==> src/rtl/pipeline_hazard_ctrl.sv <==
// rtl/pipeline_hazard_ctrl.sv - 5-stage pipeline hazard, stall, flush and forwarding controller
module pipeline_hazard_ctrl #(
  parameter int LOAD_LAT = 1,
  parameter int CNT_W    = 16
) (
  input  logic             clk,
  input  logic             reset,
  input  logic [4:0]       RS1_ID,
  input  logic [4:0]       RS2_ID,
  input  logic             USE1_ID,
  input  logic             USE2_ID,
  input  logic [4:0]       RD_EX,
  input  logic             RF_LE_EX,
  input  logic             L_EX,
  input  logic [4:0]       RD_MEM,
  input  logic             RF_LE_MEM,
  input  logic [4:0]       RD_WB,
  input  logic             RF_LE_WB,
  input  logic             BR_TAKEN_EX,
  input  logic             MEM_BUSY,
  output logic             PC_LE,
  output logic             IFID_LE,
  output logic             IFID_FLUSH,
  output logic             IDEX_FLUSH,
  output logic             PIPE_HOLD,
  output logic [1:0]       FWD_A,
  output logic [1:0]       FWD_B,
  output logic [1:0]       STATE,
  output logic [CNT_W-1:0] STALL_CNT,
  output logic [CNT_W-1:0] FLUSH_CNT
);

  typedef enum logic [1:0] {
    ST_RUN        = 2'd0,
    ST_LOAD_STALL = 2'd1,
    ST_MEM_WAIT   = 2'd2
  } state_e;

  localparam logic [3:0] LAT_M1 = 4'(LOAD_LAT - 1);

  state_e           state_q, state_d;
  state_e           saved_q, saved_d;
  state_e           eff_state;
  logic [3:0]       cnt_q, cnt_d;
  logic [CNT_W-1:0] stall_cnt_q, stall_cnt_d;
  logic [CNT_W-1:0] flush_cnt_q, flush_cnt_d;

  logic load_use;
  logic stall_inc, flush_inc;
  logic pc_le, ifid_le, ifid_flush, idex_flush, pipe_hold;
  logic [1:0] fwd_a, fwd_b;

  function automatic logic hit(input logic [4:0] rs, input logic en,
                               input logic le, input logic [4:0] rd);
    return en && le && (rd == rs) && (rs != 5'd0);
  endfunction

  // A load in EX is never a forward source; the load-use stall covers it.
  function automatic logic [1:0] fwd_sel(input logic [4:0] rs, input logic en);
    if (hit(rs, en, RF_LE_EX, RD_EX) && !L_EX) return 2'd1;
    else if (hit(rs, en, RF_LE_MEM, RD_MEM))   return 2'd2;
    else if (hit(rs, en, RF_LE_WB, RD_WB))     return 2'd3;
    else                                       return 2'd0;
  endfunction

  assign load_use = L_EX && (hit(RS1_ID, USE1_ID, RF_LE_EX, RD_EX) ||
                             hit(RS2_ID, USE2_ID, RF_LE_EX, RD_EX));

  assign fwd_a = fwd_sel(RS1_ID, USE1_ID);
  assign fwd_b = fwd_sel(RS2_ID, USE2_ID);

  // Once memory is ready again the wait cycle already behaves as the saved state.
  assign eff_state = (state_q == ST_MEM_WAIT && !MEM_BUSY) ? saved_q : state_q;

  always_comb begin
    state_d    = state_q;
    saved_d    = saved_q;
    cnt_d      = cnt_q;
    stall_inc  = 1'b0;
    flush_inc  = 1'b0;
    pc_le      = 1'b0;
    ifid_le    = 1'b0;
    ifid_flush = 1'b0;
    idex_flush = 1'b0;
    pipe_hold  = 1'b0;

    if (MEM_BUSY) begin
      pipe_hold = 1'b1;
      stall_inc = 1'b1;
      state_d   = ST_MEM_WAIT;
      if (state_q != ST_MEM_WAIT) saved_d = state_q;
    end else begin
      case (eff_state)
        ST_LOAD_STALL: begin
          idex_flush = 1'b1;
          stall_inc  = 1'b1;
          cnt_d      = (cnt_q == 4'd0) ? 4'd0 : cnt_q - 4'd1;
          state_d    = (cnt_q <= 4'd1) ? ST_RUN : ST_LOAD_STALL;
        end
        default: begin
          state_d = ST_RUN;
          if (BR_TAKEN_EX) begin
            pc_le      = 1'b1;
            ifid_le    = 1'b1;
            ifid_flush = 1'b1;
            idex_flush = 1'b1;
            flush_inc  = 1'b1;
          end else if (load_use) begin
            idex_flush = 1'b1;
            stall_inc  = 1'b1;
            if (LOAD_LAT > 1) begin
              cnt_d   = LAT_M1;
              state_d = ST_LOAD_STALL;
            end
          end else begin
            pc_le   = 1'b1;
            ifid_le = 1'b1;
          end
        end
      endcase
    end

    stall_cnt_d = (stall_inc && stall_cnt_q != '1) ? stall_cnt_q + CNT_W'(1) : stall_cnt_q;
    flush_cnt_d = (flush_inc && flush_cnt_q != '1) ? flush_cnt_q + CNT_W'(1) : flush_cnt_q;
  end

  always_ff @(posedge clk or negedge reset) begin
    if (!reset) begin
      state_q     <= ST_RUN;
      saved_q     <= ST_RUN;
      cnt_q       <= 4'd0;
      stall_cnt_q <= '0;
      flush_cnt_q <= '0;
    end else begin
      state_q     <= state_d;
      saved_q     <= saved_d;
      cnt_q       <= cnt_d;
      stall_cnt_q <= stall_cnt_d;
      flush_cnt_q <= flush_cnt_d;
    end
  end

  // While reset is held the front end is flushed and frozen.
  assign PC_LE      = reset ? pc_le      : 1'b0;
  assign IFID_LE    = reset ? ifid_le    : 1'b0;
  assign IFID_FLUSH = reset ? ifid_flush : 1'b1;
  assign IDEX_FLUSH = reset ? idex_flush : 1'b1;
  assign PIPE_HOLD  = reset ? pipe_hold  : 1'b0;
  assign FWD_A      = reset ? fwd_a      : 2'd0;
  assign FWD_B      = reset ? fwd_b      : 2'd0;
  assign STATE      = state_q;
  assign STALL_CNT  = stall_cnt_q;
  assign FLUSH_CNT  = flush_cnt_q;

endmodule
==> config.mk <==
export PLATFORM = sky130hd
export DESIGN_NAME = pipeline_hazard_ctrl
export DESIGN_NICKNAME = d
export VERILOG_FILES = /design/src/rtl/pipeline_hazard_ctrl.sv
export SDC_FILE = /design/constraint.sdc
export NUM_CORES = 1
export LEC_CHECK = 0
export ABC_AREA = 1
export BUFFER_PORTS_ARGS = -buffer_cell sky130_fd_sc_hd__buf_2
export CORE_MARGIN = 5
export CORE_UTILIZATION = 57
export CTS_CLUSTER_SIZE = 10
export DETAILED_ROUTE_END_ITERATION = 10
export MAX_ROUTING_LAYER = met4
export PLACE_DENSITY_LB_ADDON = 0.3
export SETUP_SLACK_MARGIN = 0.02
export SLEW_MARGIN = 20
export SYNTH_ARGS = -nofsm -noshare
export SYNTH_HDL_FRONTEND = slang
export SYNTH_SLANG_ARGS = --single-unit
==> constraint.sdc <==
create_clock -name clk -period 2.9 [get_ports clk]
set_input_delay 0.145 -clock clk [delete_from_list [all_inputs] [get_ports clk]]
set_output_delay 0.145 -clock clk [all_outputs]
set_load 0.03 [all_outputs]
# After elaboration in Yosys (flattened, before gate mapping)
# Index checks and enable logic that the tools add are counted.
dict set report op_classes {
  n_mux 32
  add_sub_neg 3
  reduce_logical 32
  eq_ne 11
  order_cmp 1
  n_bitwise 1
}
# operator count
set op_table {}
lappend op_table {{16-bit by 1-bit adder with 16-bit output (second input constant)} 2}
lappend op_table {{16-bit != test (second input constant)} 2}
lappend op_table {{5-bit == test} 6}
lappend op_table {{1-bit logical AND} 24}
lappend op_table {{1-bit two-way mux} 21}
lappend op_table {{2-bit two-way mux} 10}
lappend op_table {{5-bit nonzero test} 2}
lappend op_table {{4-bit by 1-bit <= comparator with 1-bit output (second input constant)} 1}
lappend op_table {{4-bit logical NOT} 1}
lappend op_table {{4-bit two-way mux} 1}
lappend op_table {{2-bit AND reduction} 2}
lappend op_table {{4-bit by 1-bit subtractor with 4-bit output (second input constant)} 1}
lappend op_table {{2-bit by 1-bit == test with 1-bit output (second input constant)} 1}
lappend op_table {{2-bit == test (second input constant)} 1}
lappend op_table {{1-bit logical NOT} 2}
lappend op_table {{2-bit != test (second input constant)} 1}
lappend op_table {{1-bit logical OR} 1}
lappend op_table {{1-bit inverter} 1}
dict set report word_totals {
  word_cells 85
  inputBits 35
  ff_bits 40
}

# Longest topological paths before layout
dict set report depth {
  depth_word 10
  depth_mapped 14
  mapped_depth_nobuf 13
}

# Least setup slack after synthesis
# OpenSTA, ideal clock, no wires.
dict set report synth_timing {
  path_type {register -> output}
  startpoint {reg state_q[0] (netlist: STATE[0])}
  endpoint {out PC_LE}
  arrival_time_ps 1947
  path_stages_with_launch 9
  setup_slack_ps 808
  path_cell_list {dfrtp_1 inv_1 nand3b_1 o22ai_2 nor2_2 nand2_4 buf_4 nor2_1 buf_4}
}
dict set report synth_via {
  elab_chain_cells 7
}
# item line_no
set synth_rtl {}
lappend synth_rtl {{start: declaration} 41} ;# state_e state_q, state_d;
lappend synth_rtl {{start signal: assignment} 135} ;# state_q <= state_d;
lappend synth_rtl {{2-bit == test} 73} ;# assign eff_state = (state_q == ST_MEM_WAIT && !MEM_BUSY) ? saved_q : state_q;
lappend synth_rtl {{1-bit logical AND} 73}
lappend synth_rtl {{2-bit two-way mux (*)} 73}
lappend synth_rtl {{2-bit by 1-bit == test with 1-bit output (*)} n/a}
lappend synth_rtl {{1-bit two-way mux (*) (3 in a row)} n/a}
lappend synth_rtl {{end: declaration} 21} ;# output logic PC_LE,
# Mark *: on every way between the ends. The rest lies on a longest branch, timed or not.

# Worst setup path after layout
dict set report layout_timing {
  startpoint {reg state_q[1] (netlist: STATE[1])}
  endpoint {out IFID_LE}
}
dict set report layout_via {
  elab_chain_cells 7
}
# item line_no
set layout_rtl {}
lappend layout_rtl {{2-bit == test} 73}
lappend layout_rtl {{1-bit logical AND} 73}
lappend layout_rtl {{2-bit two-way mux (*)} 73}
lappend layout_rtl {{2-bit by 1-bit == test with 1-bit output (*)} 93} ;# case (eff_state)
lappend layout_rtl {{1-bit two-way mux (*)} 93}
lappend layout_rtl {{1-bit two-way mux (*)} 87} ;# if (MEM_BUSY) begin
lappend layout_rtl {{1-bit two-way mux (*)} 145} ;# assign IFID_LE = reset ? ifid_le : 1'b0;
lappend layout_rtl {{end: declaration} 22} ;# output logic IFID_LE,
# Marked as above.

==> impl_metrics.toml <==
[timing]
finalHoldViolations = 0
fin_skew_ns = 0.00656
slew_headroom = 0.708
finalMaxSlewViolations = 0
period_share = 0.645
setup_viol = 0
rsz0062_at_grt = "no"
setup_ws_ns = 1.03
fin_setup_tns_ns = 0
fmax_ghz = 0.535
tightest_slew_ns = 0.439
finalCriticalPeriod_ns = 1.87

[place]
post-place-ws_ns = 1.11
gp_congestion = 0.992
port_buffers = 77
dpl.hpwl_um = 5320

[critical_path]
crit_arrival_ns = 1.73
cp-end-kind = "output port"
worstSetupPathType = "flip-flop to output port"
cp_max_fo = 27
crit_path_start_kind = "flip-flop"
crit_required_ns = 2.76

[floorplanning]
core_mm2 = 0.00472
start_util = 0.589
fp.dieArea_mm2 = 0.00638
dieHeight_um = 79.9
rows = 25
fp.dieW_um = 79.9
num_io_pins = 78

[worst_hold_path]
hold_path.class = "input port to flip-flop"

[finish]
drive_gt1_frac = 0.242
utilization = 0.710
final_cell_mix = "nand2_1, buf_2, inv_1, dfrtp_1, nor2_1"
final_common_cell = "nand2_1"
finalNetCount = 520
area_growth_pct = 20.4
n_antenna_cell = 0

[yosys]
synth_cell_types = 33
syn_inst = 401
synth_top_area_share = 0.360
yosys_warnings = 0
yosysTopAreaCell = "dfrtp_1"
synth_area_mm2 = 0.00278
syn_nets = 438
synth_area_leaders = "dfrtp_1, nand2_1, inv_1"
ys_ff_latch = 40
ys_seq_area_frac = 0.360
avgSynthCellArea_um2 = 6.94

[status]
status = "finished, final reports clean"

[global_route]
grt.total_usage = 0.234
grt_pass1_wl_um = 11400
overflow = 0
grt_max_degree = 36
grt_pass1_vias = 2512
antenna_found_initial = 0

[clocking]
cts_resized = 0
postCtsSetupRepairBufs = 0
tritoncts = "built"
clk_path_buf_depth = 2
numCtsBuffers = 5
clock-sinks = 40
clk_latency_ns = 0.30
cts_root_buf = "clkbuf_8"
htreeDepth = 2
path_clk_slew_ns = 0.08
cts_hold_buf = 1

[run]
drv_cap = 0

[drt]
drt_pass1_iterations = 4
ant_nets = 0
via_per_inst = 5.02
wl_um = 6780
drc = 0
wl_per_cell_um = 12.3
drt_iter0_drc = 231
vias = 2764

[pwr]
power.density_mw_per_mm2 = 520
ir_drop_v = 0.000583
cellLeakagePower_nw = 1.85
## Yosys cell counts, drive strengths merged
master,count
inv,61
nand4,5
a21oi,14
o22ai,4
o2111ai,1
nor4,1
o221ai,1
ha,2
xor2,17
or2,3
nor2,43
o21ai,7
mux2,1
dfrtp,40
nor3b,1
nor3,12
buf,4
nand3,36
nand2,136
a21boi,1
nand3b,2
xnor2,9
## state kept, by name, summed over array words and instances, names as in the netlist
| name | cells |
|---|---|
| saved_q | 2 |
| STALL_CNT | 16 |
| cnt_q | 4 |
| FLUSH_CNT | 16 |
| STATE | 2 |
## critical path, stage by stage, from the launching register on
cell and delay, ns:
dfrtp_1 0.43, nand2_1 0.10, o22ai_2 0.11, nor2_2 0.17, nand2_4 0.20, nor2_1 0.19, buf_2 0.23
## per-stage QoR
stage                     instance area, um^2  hold slack, ns  instances  total power [mW]
after detailed placement                 3230          0.0204        542              1.29
after floorplan                          2780          -0.151        401              1.10
final                                    3350          0.0227        551              1.74
after CTS                                3350          0.0114        551              1.76
after global routing                     3350          0.0132        551              1.86
after global placement                   3230          0.0217        542              1.27
## cell families after synthesis
kind of cell               synth area share
AOI/OAI and AO/OA                    0.0580
DFF                                   0.360
adders and majority gates           0.00899
xor gates and xnor gates             0.0818
buffers and inverters                0.0944
and+or+nand+nor                       0.393
muxes                               0.00404
## final timing paths
kind | depth (start not counted) | endpoint | slack (ns) | startpoint
max in group asynchronous | 3 | cnt_q[2] | 1.96 | reset
min | 1 | STATE[1] | 0.02 | MEM_BUSY
min reg2reg | 2 | STALL_CNT[9] | 0.51 | STALL_CNT[9]
max reg2reg | 9 | FLUSH_CNT[11] | 1.10 | FLUSH_CNT[0]
min in group asynchronous | 2 | cnt_q[1] | 0.24 | reset
max | 6 | IFID_LE | 1.03 | STATE[1]
## power by group
part / switching, mW / internal, mW / total (mW)
combinational: 0.369 / 0.176 / 0.546
sequential: 0.0917 / 0.640 / 0.732
clock: 0.208 / 0.259 / 0.467
## layer usage
layer / up-vias / part of all wire / GRT usage
li1: 1416 / - / -
met3: 17 / 0.061 / 0.0418
met4: 0 / 0.023 / 0.0997
met1: 1245 / 0.44 / 0.301
met5: - / 0 / -
met2: 86 / 0.48 / 0.362
## layout make-up
| cell class | instances | area (um^2) |
|---|---|---|
| clock buffer | 5 | 68.8 |
| clock inverter | 3 | 46.3 |
| fill | 398 | 1370 |
| inverter | 61 | 229 |
| multi-input combinational | 296 | 1520 |
| sequential | 40 | 1000 |
| tap | 67 | 83.8 |
| timing repair buffer | 79 | 403 |
No activity file was read; power rests on OpenSTA's default activity.
